<file path="config.mk">
export PLATFORM = sky130hd
export DESIGN_NAME = acc_snapshot_tx
export DESIGN_NICKNAME = d
export VERILOG_FILES = /design/src/rtl/acc_snapshot_tx.sv
export SDC_FILE = /design/constraint.sdc
export NUM_CORES = 1
export LEC_CHECK = 0
export BUFFER_PORTS_ARGS = -buffer_cell sky130_fd_sc_hd__buf_4
export CAP_MARGIN = 15
export CORE_ASPECT_RATIO = 0.8
export CORE_MARGIN = 2
export CORE_UTILIZATION = 45
export DETAILED_ROUTE_END_ITERATION = 8
export PLACE_DENSITY = 0.66
export SYNTH_ARGS = -nofsm -noshare
export SYNTH_HDL_FRONTEND = slang
export SYNTH_SLANG_ARGS = --single-unit
</file>
<file path="constraint.sdc">
create_clock -name clk -period 5.9 [get_ports clk]
set_input_delay 1.77 -clock clk [delete_from_list [all_inputs] [get_ports clk]]
set_output_delay 1.77 -clock clk [all_outputs]
set_load 0.01 [all_outputs]
</file>
<file path="src/rtl/acc_snapshot_tx.sv">
// Snapshot of the integrator accumulator and overflow flag, taken on request or every N
// sample strobes, shifted out MSB-first as a framed serial word (cs_n/sclk/sdo).
module acc_snapshot_tx #(
  parameter int ACC_W   = 16,
  parameter int DECIM_W = 8,
  parameter int CLK_DIV = 2
) (
  input  logic                    clk,
  input  logic                    rst,
  input  logic                    enable,
  input  logic signed [ACC_W-1:0] acc_in,
  input  logic                    ovf_in,
  input  logic                    sample_strobe,
  input  logic [DECIM_W-1:0]      decim_ratio,
  input  logic                    snap_req,
  output logic                    ser_cs_n,
  output logic                    ser_sclk,
  output logic                    ser_sdo,
  output logic                    busy,
  output logic [7:0]              drop_count
);

  localparam int BIT_W = $clog2(ACC_W + 1);
  localparam int DIV_W = $clog2(2 * CLK_DIV) + 1;

  localparam logic [1:0] ST_IDLE  = 2'd0;
  localparam logic [1:0] ST_SHIFT = 2'd1;
  localparam logic [1:0] ST_GAP   = 2'd2;

  localparam logic [DIV_W-1:0] DIV_HALF = DIV_W'(CLK_DIV);
  localparam logic [DIV_W-1:0] DIV_LAST = DIV_W'(2 * CLK_DIV - 1);
  localparam logic [DIV_W-1:0] GAP_LAST = DIV_W'(CLK_DIV - 1);
  localparam logic [BIT_W-1:0] BIT_TOP  = BIT_W'(ACC_W);

  function automatic logic [7:0] sat_inc8(input logic [7:0] v);
    return (v == 8'hFF) ? v : v + 8'd1;
  endfunction

  logic                 sample_strobe_q;
  logic                 snap_req_q;
  logic [DECIM_W-1:0]   decim_cnt;
  logic                 pending;
  logic [1:0]           state;
  logic [BIT_W-1:0]     bit_idx;
  logic [DIV_W-1:0]     div_cnt;
  logic [ACC_W:0]       shadow;

  logic                 strobe_rise;
  logic                 req_rise;
  logic [DECIM_W:0]     cnt_inc;
  logic                 decim_step;
  logic                 auto_trig;
  logic                 trig;
  logic                 accept;
  logic                 drop;

  logic [1:0]           state_nx;
  logic [BIT_W-1:0]     bit_idx_nx;
  logic [DIV_W-1:0]     div_cnt_nx;
  logic                 load;
  logic [ACC_W:0]       shadow_nx;
  logic                 cs_n_nx;
  logic                 sclk_nx;
  logic                 sdo_nx;

  // ---- trigger detection
  assign strobe_rise = sample_strobe & ~sample_strobe_q;
  assign req_rise    = snap_req & ~snap_req_q;
  assign cnt_inc     = {1'b0, decim_cnt} + (DECIM_W + 1)'(1);
  assign decim_step  = enable & strobe_rise & (decim_ratio != '0);
  assign auto_trig   = decim_step & (cnt_inc >= {1'b0, decim_ratio});
  assign trig        = enable & (auto_trig | req_rise);
  assign accept      = trig & (state == ST_IDLE) & ~pending;
  assign drop        = trig & ~accept;

  assign busy = pending | (state != ST_IDLE);

  always_ff @(posedge clk) begin
    if (rst) begin
      sample_strobe_q <= 1'b0;
      snap_req_q      <= 1'b0;
      decim_cnt       <= '0;
      drop_count      <= 8'd0;
    end else begin
      sample_strobe_q <= sample_strobe;
      snap_req_q      <= snap_req;
      if (decim_ratio == '0)
        decim_cnt <= '0;
      else if (decim_step)
        decim_cnt <= auto_trig ? '0 : cnt_inc[DECIM_W-1:0];
      if (drop)
        drop_count <= sat_inc8(drop_count);
    end
  end

  // ---- frame sequencer next state
  always_comb begin
    state_nx   = state;
    bit_idx_nx = bit_idx;
    div_cnt_nx = div_cnt;
    load       = 1'b0;
    case (state)
      ST_IDLE: begin
        if (pending) begin
          load       = 1'b1;
          state_nx   = ST_SHIFT;
          bit_idx_nx = BIT_TOP;
          div_cnt_nx = '0;
        end
      end
      ST_SHIFT: begin
        if (div_cnt == DIV_LAST) begin
          div_cnt_nx = '0;
          if (bit_idx == '0)
            state_nx = ST_GAP;
          else
            bit_idx_nx = bit_idx - BIT_W'(1);
        end else begin
          div_cnt_nx = div_cnt + DIV_W'(1);
        end
      end
      ST_GAP: begin
        if (div_cnt == GAP_LAST) begin
          state_nx   = ST_IDLE;
          div_cnt_nx = '0;
        end else begin
          div_cnt_nx = div_cnt + DIV_W'(1);
        end
      end
      default: begin
        state_nx   = ST_IDLE;
        div_cnt_nx = '0;
      end
    endcase
  end

  // Outputs are derived from the next state and registered, so pins never glitch.
  assign shadow_nx = load ? {ovf_in, acc_in} : shadow;

  always_comb begin
    cs_n_nx = 1'b1;
    sclk_nx = 1'b0;
    sdo_nx  = 1'b0;
    if (state_nx == ST_SHIFT) begin
      cs_n_nx = 1'b0;
      sclk_nx = (div_cnt_nx >= DIV_HALF);
      sdo_nx  = shadow_nx[bit_idx_nx];
    end
  end

  // ---- sequencer and serial output registers
  always_ff @(posedge clk) begin
    if (rst) begin
      pending  <= 1'b0;
      state    <= ST_IDLE;
      bit_idx  <= '0;
      div_cnt  <= '0;
      ser_cs_n <= 1'b1;
      ser_sclk <= 1'b0;
      ser_sdo  <= 1'b0;
    end else begin
      pending  <= accept | (pending & ~load);
      state    <= state_nx;
      bit_idx  <= bit_idx_nx;
      div_cnt  <= div_cnt_nx;
      ser_cs_n <= cs_n_nx;
      ser_sclk <= sclk_nx;
      ser_sdo  <= sdo_nx;
    end
  end

  // Snapshot data carries no reset; it is only observed after a load.
  always_ff @(posedge clk) begin
    if (load)
      shadow <= {ovf_in, acc_in};
  end

endmodule

</file>
==> results.md, run 1 <==
* Status: completed
* Net Sw Frac at 23.6%
* Worst Setup Start Kind: primary input
* Worst slew pin tran at about 0.83 ns
* Yosys Warn Count at 0
* Most used DFF post-synth: dfxtp_1
* Largest net degree at the start of global routing at 26
* Sequential fraction of design power at between 50% and 60%
* Clk slew on worst S/H paths at 0.09 ns
* RSZ-0062 raised after global routing: false
* Max_cap viols at 0
* Post-route ant nets at 0
* Crit path required time at 6.09 ns
* Clock latency at the later pin of the worst-skew pair at around 0.29 ns
* Placed Area at 2960 µm²
* Residual DRC at 0
* Nets at 404
* Number of global-route vias before repair at around 2200
* Clock share of power at 36.1%
* CTS tree: yes
* Detailed-route via count at approximately 2200
* Final WL at 5.39 mm
* Crit Path Category: primary input to flop
* Final GP Congestion at between 0.8 and 0.9
* Top-level I/O count at 42
* Post_cts resized at 0
* Number of synthesized flops with an enable pin at 0
* Yosys reg bits at 49
* PD cells at 248 nW/µm²
* Worst setup EP type: flop
* Slowest Stage Delay on Critical Path at ~0.73 ns
* Slowest cell on the critical path: a2bb2oi_1
* Wirelength per Cell at between 10 and 15 µm
* Postcts setup bufs at 0
* CTS Hold Bufs at 0
* Clock Tree Buf Depth at 2
* First-pass GRT wire length at 9.84 mm
* Fin area at 3090 µm²
* Combinational share of power at 13.6%
* Synth Cell Area at between 2000 and 3000 µm²
* Hpwl dp at 3.95 mm
* GRT Total Usage at around a fifth
* Seq/Total Area, Yosys at 37.7%
* Final Setup Violations at 0
* Final Hold Viols at 0
* Die Ht at 72 µm
* Leak at ~1.4 nW
* Skew final at between 0.003 and 0.004 ns
* Pins Over Slew Limit at 0
* F_max at around 0.25 GHz
* Most common cell after layout, fill and taps aside: nand2_1
* Crit path DAT at approximately 4.3 ns
* Die ar. at 6410 µm²
* Design Power at 0.769 mW
* Synthesized area per cell at a little over 8 µm²
* Syn Nets at 368
* R2r setup slk at 2.45 ns
* Accumulated negative setup slack at 0 ns
* CORE AREA at 5530 µm²
* Grt total ovfl at 0
* Maximum vdd drop at 0.124 mV
* Most frequent cells in the layout: 69 x nand2_1, 49 x dfxtp_1, 41 x buf_4, 31 x nor2_1, 17 x a21oi_1
* Row count at 24
* Slew headroom at 44.4%
* Library cells used by synthesis at 57
* Worst hold slack at 0.437 ns
* Hold/Removal Path Class: flop to flop
* Syn Inst Count at 323
* Fin crit period at 4.07 ns
* Share of flip-flops with an asynchronous set or reset at 0%
* Die W at 89.0 µm
* IO buf count at 41
* Root Buffer: clkbuf_8
* Initial antenna violation count at 0
* Peak fanout along the critical path at 12
* Starting density of the core at 47.1%
* Final core utilization at 56.0%
* Sw power at 0.181 mW
* Layout cell share with drive strength beyond 1 at 16.4%
* CTS Buf Count at 5
* Internal power at 0.588 mW
* Via density at a little over 5
* Pre-antenna DRT Iters at 5
* DR iter-0 viols at 98
* Area growth, synth to finish at 18.9%
* # H-tree levels at 2
* Crit path cell chain: buf_4 > inv_2 > ha_1 > a21o_1 > a21o_1 > a21oi_1 > o21ai_1 > a21oi_1 > a2bb2oi_1 > nor2_1 > mux2_1
* Tcrit/Tclk final at slightly below 70%
* Ant diodes at 0
* CTS sink cnt at slightly below 50
## layer usage
| layer | share of wire, % | up-vias | GRT usage, % |
|---|---|---|---|
| li1 | - | 1176 | - |
| met1 | 52 | 1020 | 27.8 |
| met2 | 43 | 39 | 28.5 |
| met3 | 4.7 | 2 | 4.21 |
| met4 | 0.43 | 0 | 3.48 |
| met5 | 0 | - | 0 |
## power groups by stage
stage | Sequential, mW | Clock, mW | Combinational, mW
floorplan | 0.390 | 0 | 0.0726
finish | 0.387 | 0.277 | 0.105
global placement | 0.393 | 0 | 0.102
global route | 0.392 | 0.299 | 0.122
CTS | 0.387 | 0.286 | 0.106
detailed placement | 0.394 | 0 | 0.105
## flip-flops by register name (all words and copies together) (netlist names)
register         flops
decim_cnt            8
sample_strobe_q      1
snap_req_q           1
ser_sclk             1
state                2
ser_sdo              1
bit_idx              5
shadow              17
ser_cs_n             1
pending              1
drop_count           8
div_cnt              3
## final timing paths
kind / cells after the start / start / to
max: 11 / decim_ratio[4] / drop_count[0]
min: 2 / shadow[14] / shadow[14]
max reg2reg: 12 / decim_cnt[0] / drop_count[0]
min reg2reg: 2 / shadow[14] / shadow[14]
## Yosys cell counts (6+ instances only)
cell type	number	share of area, %
xnor2_1	8	2.7
inv_1	16	2.3
ha_1	15	7.2
nand2_1	69	10
nor2_1	31	4.5
a21oi_1	17	3.3
mux2_1	6	2.6
clkbuf_1	8	1.2
nand3_1	8	1.5
dfxtp_1	49	38
nor2b_1	8	1.9
## cell families (layout without fill, tap and decap cells)
logic type	Yosys count	in the layout	share of synthesized area, %
compound gates	53	53	13.9
flops	49	49	37.7
xor+xnor	13	13	4.67
buf+inv	30	67	4.43
fa+ha+maj	15	15	7.22
mux	11	11	4.71
simple gates	152	152	27.4
## critical path, delay by kind of cell
family                   cells  cell delay [ns]
buffers and inverters        2             0.11
AND/OR/NAND/NOR              1             0.18
multiplexers                 1             0.34
adder cells (fa/ha/maj)      1             0.30
AO/OA/AOI/OAI                6             1.55
## area by class of cell
type	instances	area, µm²
fill	569	2430
clock inverter	3	65.1
multi-input combinational	244	1510
timing repair buffer	41	308
sequential	49	981
tap	78	97.6
clock buffer	5	68.8
inverter	18	67.6
## metrics by stage
step | cells | setup WS (ns)
2_1_floorplan | 323 | 2.22
3_3_place_gp | 430 | 1.63
3_5_place_dp | 430 | 1.53
4_1_cts | 438 | 1.84
5_1_grt | 438 | 1.63
6_report | 438 | 1.83
No activity file was read; power rests on OpenSTA's default activity.
==> run 2, diff against run 1 <==
--- a/config.mk
+++ b/config.mk
@@ -5,13 +5,14 @@
 export SDC_FILE = /design/constraint.sdc
 export NUM_CORES = 1
 export LEC_CHECK = 0
+export ABC_AREA = 1
 export BUFFER_PORTS_ARGS = -buffer_cell sky130_fd_sc_hd__buf_4
 export CAP_MARGIN = 15
 export CORE_ASPECT_RATIO = 0.8
 export CORE_MARGIN = 2
 export CORE_UTILIZATION = 45
 export DETAILED_ROUTE_END_ITERATION = 8
-export PLACE_DENSITY = 0.66
+export PLACE_DENSITY = 0.68
 export SYNTH_ARGS = -nofsm -noshare
 export SYNTH_HDL_FRONTEND = slang
 export SYNTH_SLANG_ARGS = --single-unit
==> constraint.sdc (replaced) <==
create_clock -name clk -period 3.4 [get_ports clk]
set_input_delay 1.02 -clock clk [delete_from_list [all_inputs] [get_ports clk]]
set_output_delay 1.02 -clock clk [all_outputs]
set_load 0.01 [all_outputs]
==> run 2 against run 1 <==
- sequential power up 79%
- die area up 4.9%
- clock skew about the same
- register-to-register slack worse by 1.8 ns
- via count up 9.7%
- utilization down 1.8 points
- worst setup slack worse by 1.2 ns
- clock-buffer cell count up 1
- first-iteration DRC count down 18%
- area after synthesis up 5.2%
- critical path type is now flop to flop
- largest power group unchanged
==> results.md, run 2 <==
* Status: completed
* Crit path DAT at 2.91 ns
* Postcts setup bufs at 0
* Tcrit/Tclk final at 80.3%
* Worst hold slack at 0.469 ns
* DR iter-0 viols at 80
* Clock latency at the later pin of the worst-skew pair at 0.29 ns
* Most common cell on crit path: nand2_1
* Fin crit period at around 2.7 ns
* Grt total ovfl at 0
* Synth Cell Area at 2740 µm²
* Die W at about 91 µm
* Final GP Congestion at 0.856
* Final Hold Viols at 0
* Via density at just under 5
* Peak fanout along the critical path at 10
* Nets at 474
* Skew final at 0.00304 ns
* Crit path required time at 3.58 ns
* Post-route ant nets at 0
* WP buf/inv at 3
* Row count at 25
* F_max at 0.366 GHz
* Slew headroom at 74.1%
* # H-tree levels at 2
* GRT Total Usage at between 15 and 20%
* First-pass GRT wire length at ~9.4 mm
* Worst Setup Start Kind: flop
* Most used DFF post-synth: dfxtp_1
* Residual DRC at 0
* Yosys top cell area share at 35.8%
* Hold/Removal Path Class: flop to flop
* R2r setup slk at around 0.67 ns
* PD cells at 425 nW/µm²
* Post_cts resized at 0
* Largest net degree at the start of global routing at 34
* Placed Area at 3110 µm²
* Clock Tree Buf Depth at 2
* Top-count cell post-synth: inv_1
* Yosys Warn Count at 0
* Max_cap viols at 0
* Share of flip-flops with an asynchronous set or reset at 0%
* CTS Hold Bufs at 0
* Final WL at 5.55 mm
* Maximum vdd drop at between 0.2 and 0.25 mV
* Leak at approximately 1.6 nW
* Pre-antenna DRT Iters at 4
* Max reg flops at 17
* Biggest register: shadow
* IO buf count at 41
* Synthesized area per cell at 7.05 µm²
* Worst slew pin tran at 0.389 ns
* Placed Cells incl. Taps at 503
* Most common cell after layout, fill and taps aside: inv_1
* Layout cell share with drive strength beyond 1 at approximately 17%
* Slowest cell on the critical path: dfxtp_1
* Library cells used by synthesis at 30
* Crit Path Category: flop to flop
* Yosys reg bits at 49
* Root Buffer: clkbuf_8
* CTS sink cnt at 49
* Accumulated negative setup slack at 0 ns
* Most frequent cells in the layout: 77 x inv_1, 60 x nand2_1, 49 x dfxtp_1, 42 x buf_4, 36 x nand3_1
* Post-synth top cells: 77 x inv_1, 60 x nand2_1, 49 x dfxtp_1
* Seq/Total Area, Yosys at 35.8%
* Top-level I/O count at 42
* Area growth, synth to finish at 16.5%
* Slowest Stage Delay on Critical Path at 0.36 ns
* CTS Buf Count at 5
* Fin area at 3190 µm²
* Crit path cell chain: inv_1 > nor3_1 > inv_1 > nor2_1 > inv_1 > nor2_1 > nand2_1 > xor2_1 > ha_1 > nand4_1 > nor3_1 > nand2_1 > nand3_1 > nand2_1 > o21ai_2 > nand3_2 > nand2_1 > a21oi_1
* Clk slew on worst S/H paths at 0.08 ns
* Detailed-route via count at 2454
* Number of synthesized flops with an enable pin at 0
* Syn Inst Count at roughly 390
* Wirelength per Cell at about 11 µm
* Initial antenna violation count at 0
* Die ar. at 6720 µm²
* Worst setup EP type: flop
* RSZ-0062 raised after global routing: false
* CORE AREA at about 5900 µm²
* Starting density of the core at 46.5%
* Final Setup Violations at 0
* Hpwl dp at 4.27 mm
* Regs by FF count: shadow (17), decim_cnt (8), drop_count (8)
* CTS tree: yes
* Number of global-route vias before repair at 2116
* Delay-heaviest family, CP: simple AND/OR/NAND/NOR gates
* Top cells by area, synth: dfxtp_1 36%, inv_1 11%, nand2_1 8.2%, ha_1 6.9%, nand3_1 6.6%
* Non-Filler Instances at 511
* Pins Over Slew Limit at 0
* Synth area leader: dfxtp_1
* Die Ht at 73.7 µm
* Ant diodes at 0
* Syn Nets at 433
* Design Power at about 1.4 mW
-- run 2: cells by family (layout without fill, tap and decap cells) --
logic type / Yosys count / count (layout) / share of synthesized area (%)
and+or+nand+nor: 168 / 168 / 29.4
buffers and inverters: 89 / 131 / 12.8
AOI/OAI and AO/OA: 56 / 56 / 11.6
DFF: 49 / 49 / 35.8
adders and majority gates: 15 / 15 / 6.86
xor gates and xnor gates: 11 / 11 / 3.52
-- run 2: final timing paths --
kind | cells past startpoint | endpoint | start
setup reg to reg | 18 | drop_count[5] | decim_cnt[0]
setup / recovery | 18 | drop_count[5] | decim_cnt[0]
hold reg to reg | 2 | shadow[16] | shadow[16]
hold / removal | 2 | shadow[16] | shadow[16]
-- run 2: report_power, final --
group / internal [mW] / switching [mW] / leakage (nW)
Combinational: 0.142 / 0.196 / 1.11
Clock: 0.143 / 0.184 / 0.0450
Sequential: 0.666 / 0.0261 / 0.403
Total: 0.951 / 0.405 / 1.55
-- run 2: tightest hold or removal path, delay by kind of cell (launching register included) --
family | cells | cell delay (ns)
AND/OR/NAND/NOR | 2 | 0.12
flip-flops | 1 | 0.31
-- run 2: cell type report --
| class | instances | area [µm²] |
|---|---|---|
| Inverter | 81 | 304 |
| Tap cell | 81 | 101 |
| Fill cell | 605 | 2690 |
| Multi-Input combinational cell | 250 | 1400 |
| Timing Repair Buffer | 42 | 315 |
| Clock inverter | 2 | 10.0 |
| Sequential cell | 49 | 981 |
| Clock buffer | 6 | 72.6 |
-- run 2: per-layer routing --
| metal | part of all wire [%] | track usage [%] |
|---|---|---|
| met3 | 3.0 | 3.18 |
| met4 | 0.70 | 6.73 |
| met2 | 40 | 24.5 |
| met1 | 56 | 26.2 |
| met5 | 0 | 0 |
-- run 2: per-stage QoR --
step,utilization [%],setup WS (ns)
2_1_floorplan,-,0.981
3_3_place_gp,52.8,0.725
3_5_place_dp,52.8,0.679
4_1_cts,54.2,0.663
5_1_grt,54.2,0.333
6_report,54.2,0.669
